<file path="config.mk">
export PLATFORM = sky130hd
export DESIGN_NAME = memory_access_stage
export DESIGN_NICKNAME = d
export VERILOG_FILES = /design/src/rtl/memory_access_stage.sv
export SDC_FILE = /design/constraint.sdc
export NUM_CORES = 1
export LEC_CHECK = 0
export BUFFER_PORTS_ARGS = -buffer_cell sky130_fd_sc_hd__clkbuf_2
export CAP_MARGIN = 20
export CORE_AREA = 2 2 123 125
export DETAILED_ROUTE_END_ITERATION = 10
export DIE_AREA = 0 0 125 127
export PLACE_DENSITY_LB_ADDON = 0.15
export SYNTH_ARGS = -nofsm -noshare
export SYNTH_HDL_FRONTEND = slang
export SYNTH_SLANG_ARGS = --single-unit
</file>
<file path="constraint.sdc">
create_clock -name clk_i -period 6.3 [get_ports clk_i]
set_clock_uncertainty 0.1 [all_clocks]
set_input_delay 1.26 -clock clk_i [delete_from_list [all_inputs] [get_ports clk_i]]
set_output_delay 1.26 -clock clk_i [all_outputs]
set_load 0.02 [all_outputs]
</file>
<file path="src/rtl/memory_access_stage.sv">
// rtl/memory_access_stage.sv - MEM pipeline stage: data-memory access, branch resolve, MEM/WB register
//
// Purpose:
//   Takes the EX/MEM pipeline register outputs, performs a word-sized
//   data-memory access over a req/ack bus, resolves the branch decision and
//   drives the MEM/WB pipeline register. While an access is outstanding the
//   stage asserts stall_o so every upstream register holds. Misaligned
//   accesses are dropped and turned into a bubble. Accesses that wait longer
//   than DMEM_TIMEOUT cycles are abandoned and raise a sticky bus error.
//
// Parameters:
//   DMEM_TIMEOUT    max cycles spent in WAIT without an ack (2..255)
//
// Ports:
//   clk_i, reset_i                  clock, asynchronous active-high reset
//   *_MEMORYACCESS                  EX/MEM register fields (inputs)
//   PCSrc_o, PCTarget_o             branch decision and target (combinational)
//   stall_o                         hold upstream pipeline registers
//   dmem_req_o/we_o/addr_o/wdata_o  data-memory request side
//   dmem_ack_i, dmem_rdata_i        data-memory response side
//   *_WRITEBACK                     MEM/WB register fields (registered)
//   misaligned_o                    one-cycle pulse, misaligned op dropped
//   bus_error_o                     sticky, set when an access times out

module memory_access_stage #(
    parameter int DMEM_TIMEOUT = 16
) (
    input  logic        clk_i,
    input  logic        reset_i,

    input  logic [31:0] PCTarget_MEMORYACCESS,
    input  logic        zero_MEMORYACCESS,
    input  logic [31:0] ALUResult_MEMORYACCESS,
    input  logic [31:0] ReadData2_MEMORYACCESS,
    input  logic [4:0]  Write_Register_MEMORYACCESS,
    input  logic        MemtoReg_MEMORYACCESS,
    input  logic        MemWrite_MEMORYACCESS,
    input  logic        MemRead_MEMORYACCESS,
    input  logic        RegWrite_MEMORYACCESS,
    input  logic        Branch_MEMORYACCESS,

    output logic        PCSrc_o,
    output logic [31:0] PCTarget_o,
    output logic        stall_o,

    output logic        dmem_req_o,
    output logic        dmem_we_o,
    output logic [31:0] dmem_addr_o,
    output logic [31:0] dmem_wdata_o,
    input  logic        dmem_ack_i,
    input  logic [31:0] dmem_rdata_i,

    output logic [31:0] ReadData_WRITEBACK,
    output logic [31:0] ALUResult_WRITEBACK,
    output logic [4:0]  Write_Register_WRITEBACK,
    output logic        MemtoReg_WRITEBACK,
    output logic        RegWrite_WRITEBACK,

    output logic        misaligned_o,
    output logic        bus_error_o
);

    localparam int CW = $clog2(DMEM_TIMEOUT + 1);
    localparam logic [CW-1:0] TIMEOUT_VAL = CW'(DMEM_TIMEOUT);
    localparam logic [CW-1:0] CNT_ONE     = CW'(1);

    typedef enum logic {
        S_IDLE = 1'b0,
        S_WAIT = 1'b1
    } state_t;

    state_t        r_state;
    state_t        w_next_state;
    logic [CW-1:0] r_count;

    logic        w_memop;
    logic        w_aligned;
    logic        w_misaligned;
    logic        w_req;
    logic        w_abandon;
    logic        w_stall;
    logic        w_complete;
    logic        w_complete_read;
    logic        w_bubble;

    logic [31:0] r_read_data;
    logic [31:0] r_alu_result;
    logic [4:0]  r_write_register;
    logic        r_memtoreg;
    logic        r_regwrite;
    logic        r_misaligned;
    logic        r_bus_error;

    assign w_memop   = MemRead_MEMORYACCESS | MemWrite_MEMORYACCESS;
    assign w_aligned = (ALUResult_MEMORYACCESS[1:0] == 2'b00);

    // ------------------------------------------------------------------
    // FSM: state register
    // ------------------------------------------------------------------
    always_ff @(posedge clk_i or posedge reset_i) begin
        if (reset_i) begin
            r_state <= S_IDLE;
        end else begin
            r_state <= w_next_state;
        end
    end

    // ------------------------------------------------------------------
    // FSM: next-state logic
    // ------------------------------------------------------------------
    always_comb begin
        w_next_state = r_state;
        case (r_state)
            S_IDLE: begin
                if (w_req && !dmem_ack_i) begin
                    w_next_state = S_WAIT;
                end
            end
            S_WAIT: begin
                if (dmem_ack_i || w_abandon) begin
                    w_next_state = S_IDLE;
                end
            end
            default: w_next_state = S_IDLE;
        endcase
    end

    // ------------------------------------------------------------------
    // FSM: outputs
    // In WAIT the request fields come straight from the EX/MEM inputs; they
    // cannot move because upstream is held by stall_o.
    // ------------------------------------------------------------------
    always_comb begin
        w_req        = 1'b0;
        w_abandon    = 1'b0;
        w_misaligned = 1'b0;
        case (r_state)
            S_IDLE: begin
                w_req        = w_memop & w_aligned;
                w_misaligned = w_memop & ~w_aligned;
            end
            S_WAIT: begin
                w_req     = 1'b1;
                w_abandon = ~dmem_ack_i & (r_count == TIMEOUT_VAL);
            end
            default: begin
                w_req = 1'b0;
            end
        endcase
    end

    // Timeout counter: 1 on entry to WAIT, counts up each waiting cycle.
    always_ff @(posedge clk_i or posedge reset_i) begin
        if (reset_i) begin
            r_count <= '0;
        end else begin
            case (r_state)
                S_IDLE: r_count <= (w_req && !dmem_ack_i) ? CNT_ONE : '0;
                S_WAIT: r_count <= (dmem_ack_i || w_abandon) ? '0 : r_count + CNT_ONE;
                default: r_count <= '0;
            endcase
        end
    end

    // Stall is combinational so upstream advances on the very edge that
    // completes (or abandons) the access; the op is never reissued.
    assign w_stall         = w_req & ~dmem_ack_i & ~w_abandon;
    assign w_complete      = w_req & dmem_ack_i;
    assign w_complete_read = w_complete & ~MemWrite_MEMORYACCESS;
    assign w_bubble        = w_stall | w_misaligned | w_abandon;

    // ------------------------------------------------------------------
    // MEM/WB pipeline register
    // ------------------------------------------------------------------
    always_ff @(posedge clk_i or posedge reset_i) begin
        if (reset_i) begin
            r_read_data      <= '0;
            r_alu_result     <= '0;
            r_write_register <= '0;
            r_memtoreg       <= 1'b0;
            r_regwrite       <= 1'b0;
        end else begin
            r_read_data <= w_complete_read ? dmem_rdata_i : 32'h0;
            if (w_bubble) begin
                // Only the control bits matter for a bubble; data fields hold.
                r_memtoreg <= 1'b0;
                r_regwrite <= 1'b0;
            end else begin
                r_alu_result     <= ALUResult_MEMORYACCESS;
                r_write_register <= Write_Register_MEMORYACCESS;
                r_memtoreg       <= MemtoReg_MEMORYACCESS;
                r_regwrite       <= RegWrite_MEMORYACCESS;
            end
        end
    end

    // Status flags
    always_ff @(posedge clk_i or posedge reset_i) begin
        if (reset_i) begin
            r_misaligned <= 1'b0;
            r_bus_error  <= 1'b0;
        end else begin
            r_misaligned <= w_misaligned;
            if (w_abandon) begin
                r_bus_error <= 1'b1;
            end
        end
    end

    // ------------------------------------------------------------------
    // Output assignments
    // ------------------------------------------------------------------
    assign PCSrc_o    = Branch_MEMORYACCESS & zero_MEMORYACCESS;
    assign PCTarget_o = PCTarget_MEMORYACCESS;
    assign stall_o    = w_stall;

    assign dmem_req_o   = w_req;
    assign dmem_we_o    = MemWrite_MEMORYACCESS;
    assign dmem_addr_o  = {ALUResult_MEMORYACCESS[31:2], 2'b00};
    assign dmem_wdata_o = ReadData2_MEMORYACCESS;

    assign ReadData_WRITEBACK       = r_read_data;
    assign ALUResult_WRITEBACK      = r_alu_result;
    assign Write_Register_WRITEBACK = r_write_register;
    assign MemtoReg_WRITEBACK       = r_memtoreg;
    assign RegWrite_WRITEBACK       = r_regwrite;

    assign misaligned_o = r_misaligned;
    assign bus_error_o  = r_bus_error;

endmodule
</file>
==> run metrics, run 1 <==
Layout Nets=605; setup violators final=0; RSZ-0062 raised after global routing=false; routability cong.=0.711; Total Neg Setup Slack=0 ps; HP Class=reg -> reg; Antenna Cells=0; Slew Limit Headroom=56.9%; Reg area=0.00198 sq mm; number of flops mapped to enable cells by yosys=0; worst skew pair latency=340 ps; area share of the largest cell type after synthesis=47.6%; crit path cell chain=clkbuf_2 > or2_2 > nand3_1 > a21oi_1 > clkbuf_2; final core occ=33.7%; final critical-path share of the clock period=58.8%; crit start category=input pin; Hold Vio Cnt, Final=0; Pint=975 uW; Main synth FF type=dfrtp_1; top fanout value on the critical path=19; number of antenna violations at the first check in global routing=0; port bufs=184; adder-cell share of the synthesized area=0.602%; final setup margin=2600 ps; Vias/cell=4.51; post-synthesis register bit count=79; synthesized area=0.00415 sq mm; Synth Instances=376; Avg Inst Size Synth=11.0 sq um; Starting DRT DRC Count=164; mux cell area share after synthesis=9.46%; Worst Tran Pin Value=646 ps; H-tree depth=3; First-pass DRT Iterations=4; fillers=1491; Area Overhead vs Synth=17.1%; crit path DAT=2340 ps; Data required, critical path=4940 ps; Place WS=2590 ps; status=finished clean; worst IR drop on VDD=98.3 uV; Slowest Stage Delay on Critical Path=400 ps; Die Y=127 um; pwr dens=288 mW/mm^2; count of pins over their slew limit=0; layout cells sized above 1=53.0%; Leakage=0.00247 uW; switching share of total power=30.4%; drt total wl=10.0 mm; DRT antenna net count=0; DRC Markers=0; max-cap viol count=0; Comb pwr share=21.7%; Max Buffers Root-to-Sink=2; Top cell by count, worst path=clkbuf_2; NetSw=425 uW; Synth Area in Simple Gates=9.37%; Critical-path top delay cell=or2_2; Hold Buf Count CTS=0; YS warnings=0; Inserted Clock Buffers=9; Die W=125 um; Critical Path Sink Type=primary output; Synth Area in Compound Gates=12.1%; CTS Sinks=79; clock slew at reported path FFs=60 ps; setup repair bufs after CTS=0; via count=2929; main combinational cell family by area after synthesis=buffers and inverters; Yosys top cell by area=dfrtp_1; largest net degree at the start of global routing=80; Distinct cells, synth=39; Total GRT Usage=12.5%; part of the power in registers=42.1%; wire per inst=15.4 um; WS Path Type=in -> out; CTS tree=done; FMAX=270 MHz; multi-input logic area=0.00133 sq mm; Bufs and invs on worst path=2; minimum clock period after layout=3700 ps; Async SR Flop Fraction=100%; Clock Power Share=36.2%; Root Driver=clkbuf_16; Synth Area in XOR/XNOR=0.211%; Starting Density=28.8%; share of the yosys chip area belonging to registers=47.6%; core area=0.0144 sq mm; number of core rows=44; final global-route overflow total=0; CP top delay family=simple AND/OR/NAND/NOR gates; Die ar.=0.0159 sq mm; vias in the first global route=2958; Post-DP HPWL=7.15 mm; global-route wire length before repair=15.6 mm; Post-CTS Resized=0; Top Ports=315; largest cells by area after synthesis=dfrtp_1, buf_4, mux2_2, and2_1, o21ai_0
-- logic make-up after synthesis --
| logic type | count (synthesis) |
|---|---|
| buffers and inverters | 121 |
| xor gates and xnor gates | 1 |
| other | 1 |
| muxes | 35 |
| and+or+nand+nor | 62 |
| adders and majority gates | 2 |
| DFF | 79 |
| AOI/OAI and AO/OA | 75 |
-- stage by stage --
stage,hold WS [ps],instance area [sq um],total power (uW),cells
6_report,383,4860,1400,650
5_1_grt,419,4860,1480,650
4_1_cts,395,4790,1430,647
3_5_place_dp,378,4500,904,631
3_3_place_gp,381,4490,899,630
2_1_floorplan,448,4160,858,377
-- metal layers --
| layer | GRT usage (%) | up-vias | share of wire, % |
|---|---|---|---|
| met5 | 0 | - | 0 |
| met4 | 7.91 | 0 | 3.2 |
| met3 | 3.85 | 35 | 7.9 |
| met2 | 20.6 | 145 | 50 |
| met1 | 14.2 | 1389 | 39 |
| li1 | - | 1360 | - |
-- placed cells by master, fill, tap and decap left out, types with 3 or more instances in the layout --
cell type / netlist / layout
nor2b_1: 3 / 3
o21ai_0: 29 / 29
a2bb2oi_1: 14 / 14
dfrtp_1: 79 / 79
nand3_1: 3 / 3
nand2_1: 4 / 4
clkbuf_16: 0 / 9
nand2b_1: 6 / 6
nor2_1: 4 / 4
clkbuf_2: 0 / 184
inv_1: 4 / 3
mux2_2: 34 / 34
a21oi_1: 8 / 8
and2_1: 33 / 33
clkinvlp_4: 0 / 3
a22oi_1: 14 / 14
-- worst reg2reg max path, cell delays in order (launching register included) --
cell,delay [ps]
dfrtp_1,640
inv_1,260
a21oi_4,580
and2_1,240
-- registers in the layout, summed over array words and instances (netlist names) --
name	count
ReadData_WRITEBACK	32
ALUResult_WRITEBACK	32
r_state	1
bus_error_o	1
Write_Register_WRITEBACK	5
MemtoReg_WRITEBACK	1
misaligned_o	1
RegWrite_WRITEBACK	1
r_count	5
-- synthesized netlist by cell type (all sizes together), types with 2 or more instances --
cell type / n
a21oi: 10
a22oi: 14
a2bb2oi: 14
and2: 33
buf: 111
clkbuf: 6
dfrtp: 79
ha: 2
inv: 4
mux2: 34
nand2: 4
nand2b: 6
nand3: 3
nor2: 4
nor2b: 3
nor3: 2
o21ai: 30
o21bai: 2
o22a: 2
-- path summary, 6_finish.rpt --
kind | from | end | slack [ps] | cells past startpoint
min in group asynchronous | reset_i | ReadData_WRITEBACK[7] | 900 | 3
worst min register to register | bus_error_o | bus_error_o | 380 | 1
worst min-delay path | bus_error_o | bus_error_o | 380 | 1
worst max-delay path | MemRead_MEMORYACCESS | stall_o | 2600 | 5
worst max register to register | r_state | ReadData_WRITEBACK[0] | 4420 | 3
max in group asynchronous | reset_i | ALUResult_WRITEBACK[21] | 4620 | 4
-- power by group through the flow --
stage | clock, uW | sequential (uW) | combinational, uW
4_1_cts | 532 | 593 | 302
3_5_place_dp | 0 | 603 | 302
6_report | 507 | 589 | 304
3_3_place_gp | 0 | 601 | 298
5_1_grt | 549 | 597 | 331
2_1_floorplan | 0 | 655 | 203
-- area by class of cell --
type	count	area share (%)
Clock buffer	11	5.20
Clock inverter	5	0.823
Inverter	4	0.334
Multi-Input combinational cell	177	27.4
Sequential cell	79	40.6
Tap cell	184	4.73
Timing Repair Buffer	190	20.9
Note: power is estimated with default switching activity, not from simulation.
==> run 2: changes to the inputs <==
--- a/config.mk
+++ b/config.mk
@@ -5,11 +5,12 @@
 export SDC_FILE = /design/constraint.sdc
 export NUM_CORES = 1
 export LEC_CHECK = 0
+export ABC_AREA = 1
 export BUFFER_PORTS_ARGS = -buffer_cell sky130_fd_sc_hd__clkbuf_2
 export CAP_MARGIN = 20
-export CORE_AREA = 2 2 123 125
+export CORE_AREA = 2 2 124 126
 export DETAILED_ROUTE_END_ITERATION = 10
-export DIE_AREA = 0 0 125 127
+export DIE_AREA = 0 0 126 128
 export PLACE_DENSITY_LB_ADDON = 0.15
 export SYNTH_ARGS = -nofsm -noshare
 export SYNTH_HDL_FRONTEND = slang
==> constraint.sdc (replaced) <==
create_clock -name clk_i -period 3.3 [get_ports clk_i]
set_clock_uncertainty 0.1 [all_clocks]
set_input_delay 0.66 -clock clk_i [delete_from_list [all_inputs] [get_ports clk_i]]
set_output_delay 0.66 -clock clk_i [all_outputs]
set_load 0.02 [all_outputs]
==> run metrics, run 2 <==
CTS Sinks=79; Place WS=1020 ps; Leakage=0.00271 uW; layout cells sized above 1=40.9%; core area=0.0149 sq mm; Die W=126 um; worst skew pair latency=340 ps; worst IR drop on VDD=208 uV; Synth Instances=421; CP Capture Point=stall_o; setup violators final=0; setup repair bufs after CTS=0; Fin Hold WS=306 ps; Hold Buf Count CTS=0; global-route wire length before repair=14.1 mm; routability cong.=0.759; clock slew at reported path FFs=60 ps; Vias/cell=3.91; First-pass DRT Iterations=4; Total GRT Usage=11.4%; final critical-path share of the clock period=73.9%; area share of the largest cell type after synthesis=52.3%; Starting DRT DRC Count=104; met3 routed WL=909 um; DRC Markers=0; post-synthesis register bit count=79; largest cells by area after synthesis=dfrtp_1, buf_4, nand2_1, nand3_1, inv_1; worst-case reg-to-reg path depth=10; Top Ports=315; RSZ-0062 raised after global routing=false; Layout Nets=653; WS Path Type=reg -> out; CTS tree=done; commonest non-fill, non-tap cell in the layout=clkbuf_2; wire per inst=13.4 um; via count=2739; pwr dens=697 mW/mm^2; R2R Path End=ALUResult_WRITEBACK[15]; YS warnings=0; DR top layer=met4; routed wl met2=4.45 mm; Commonest cells post-synth=buf_4, nand2_1, dfrtp_1; Antenna Cells=0; Distinct cells, synth=17; largest net degree at the start of global routing=80; minimum clock period after layout=2440 ps; final global-route overflow total=0; number of flops mapped to enable cells by yosys=0; reg2reg setup slack=1390 ps; crit path DAT=1680 ps; status=finished clean; crit start category=register; top-count cell post-synth=buf_4; Max Buffers Root-to-Sink=2; Post-CTS Resized=0; Critical Path Sink Type=primary output; max-cap viol count=0; synthesized area=0.00378 sq mm; Slew Limit Headroom=48.4%; number of antenna violations at the first check in global routing=0; port bufs=184; Die ar.=0.0161 sq mm; Root Driver=clkbuf_16; Hold Vio Cnt, Final=0; Main synth FF type=dfrtp_1; reg2reg start=r_count[0]; Yosys top cell by area=dfrtp_1; FMAX=410 MHz; Worst Tran Pin Value=772 ps; final setup margin=861 ps; number of core rows=45; H-tree depth=3; share of the yosys chip area belonging to registers=52.3%; DRT antenna net count=0; Data required, critical path=2540 ps; Starting Density=25.4%; most frequent cells in the layout=clkbuf_2, nand2_1, dfrtp_1, inv_1, nand3_1; top fanout value on the critical path=6; Avg Inst Size Synth=8.97 sq um; drt total wl=9.40 mm; count of pins over their slew limit=0; HP Class=in -> async; Area Overhead vs Synth=18.1%; Die Y=128 um; vias in the first global route=2632; Post-DP HPWL=6.72 mm; Async SR Flop Fraction=100%; Inserted Clock Buffers=9; met1 WL=3.73 mm; Critical Path Source=r_count[0]; Total Neg Setup Slack=0 ps
==> run 2: worst min-delay path by stage <==
stage | endpoint | slack (ps) | start
after floorplan | r_count[4] | 420 | r_count[4]
after global placement | ALUResult_WRITEBACK[3] | 350 | ALUResult_WRITEBACK[3]
after detailed placement | bus_error_o | 360 | bus_error_o
after CTS | ReadData_WRITEBACK[0] | 320 | reset_i
after global routing | ReadData_WRITEBACK[16] | 330 | reset_i
final | ReadData_WRITEBACK[16] | 310 | reset_i
==> run 2: where the power goes <==
part           internal, uW  switching (uW)  leakage, uW  total [uW]
Clock                   677             390     0.000155        1070
Combinational           253             567      0.00154         820
Sequential             1140            85.3      0.00102        1220
Total                  2070            1040      0.00271        3110
==> run 2: per-stage QoR <==
step / total power, uW / instance area [sq um] / cells / utilization, %
2_1_floorplan: 1900 / 3780 / 422 / -
3_3_place_gp: 2070 / 4150 / 686 / 27.9
3_5_place_dp: 2080 / 4150 / 686 / 27.9
4_1_cts: 3180 / 4460 / 701 / 30.0
5_1_grt: 3300 / 4460 / 701 / 30.0
6_report: 3110 / 4460 / 701 / 30.0
==> run 2: cell type report <==
type | count | area (sq um)
multi-input combinational | 180 | 781
inverter | 51 | 193
tap | 188 | 235
sequential | 79 | 1980
clock inverter | 4 | 70.1
fill | 1613 | 10400
clock buffer | 11 | 243
timing repair buffer | 188 | 963
==> run 2: cells by family (layout without fill, tap and decap cells) <==
group	count (synthesis)	count (layout)	synth area share, %
xor gates and xnor gates	3	3	0.696
AOI/OAI and AO/OA	1	1	0.232
adders and majority gates	2	2	0.662
buffers and inverters	163	254	27.1
DFF	79	79	52.3
other	1	2	0.0993
and+or+nand+nor	172	172	18.9
==> run 2: worst max-delay path: stages, from the launching register on <==
cell and delay, ps:
dfrtp_1 370, inv_1 70, ha_1 190, nand2_1 60
clkinv_1 70, nand3_2 80, nand2_1 50, inv_1 60
nand2_1 130, nand2_1 90, clkbuf_2 160
==> run 2: routing by layer <==
layer  GRT usage, %  vias to the layer above
met1           13.0                     1198
met3           4.34                       38
met4           6.79                        0
met2           18.2                      165
li1               -                     1338
met5              0                        -
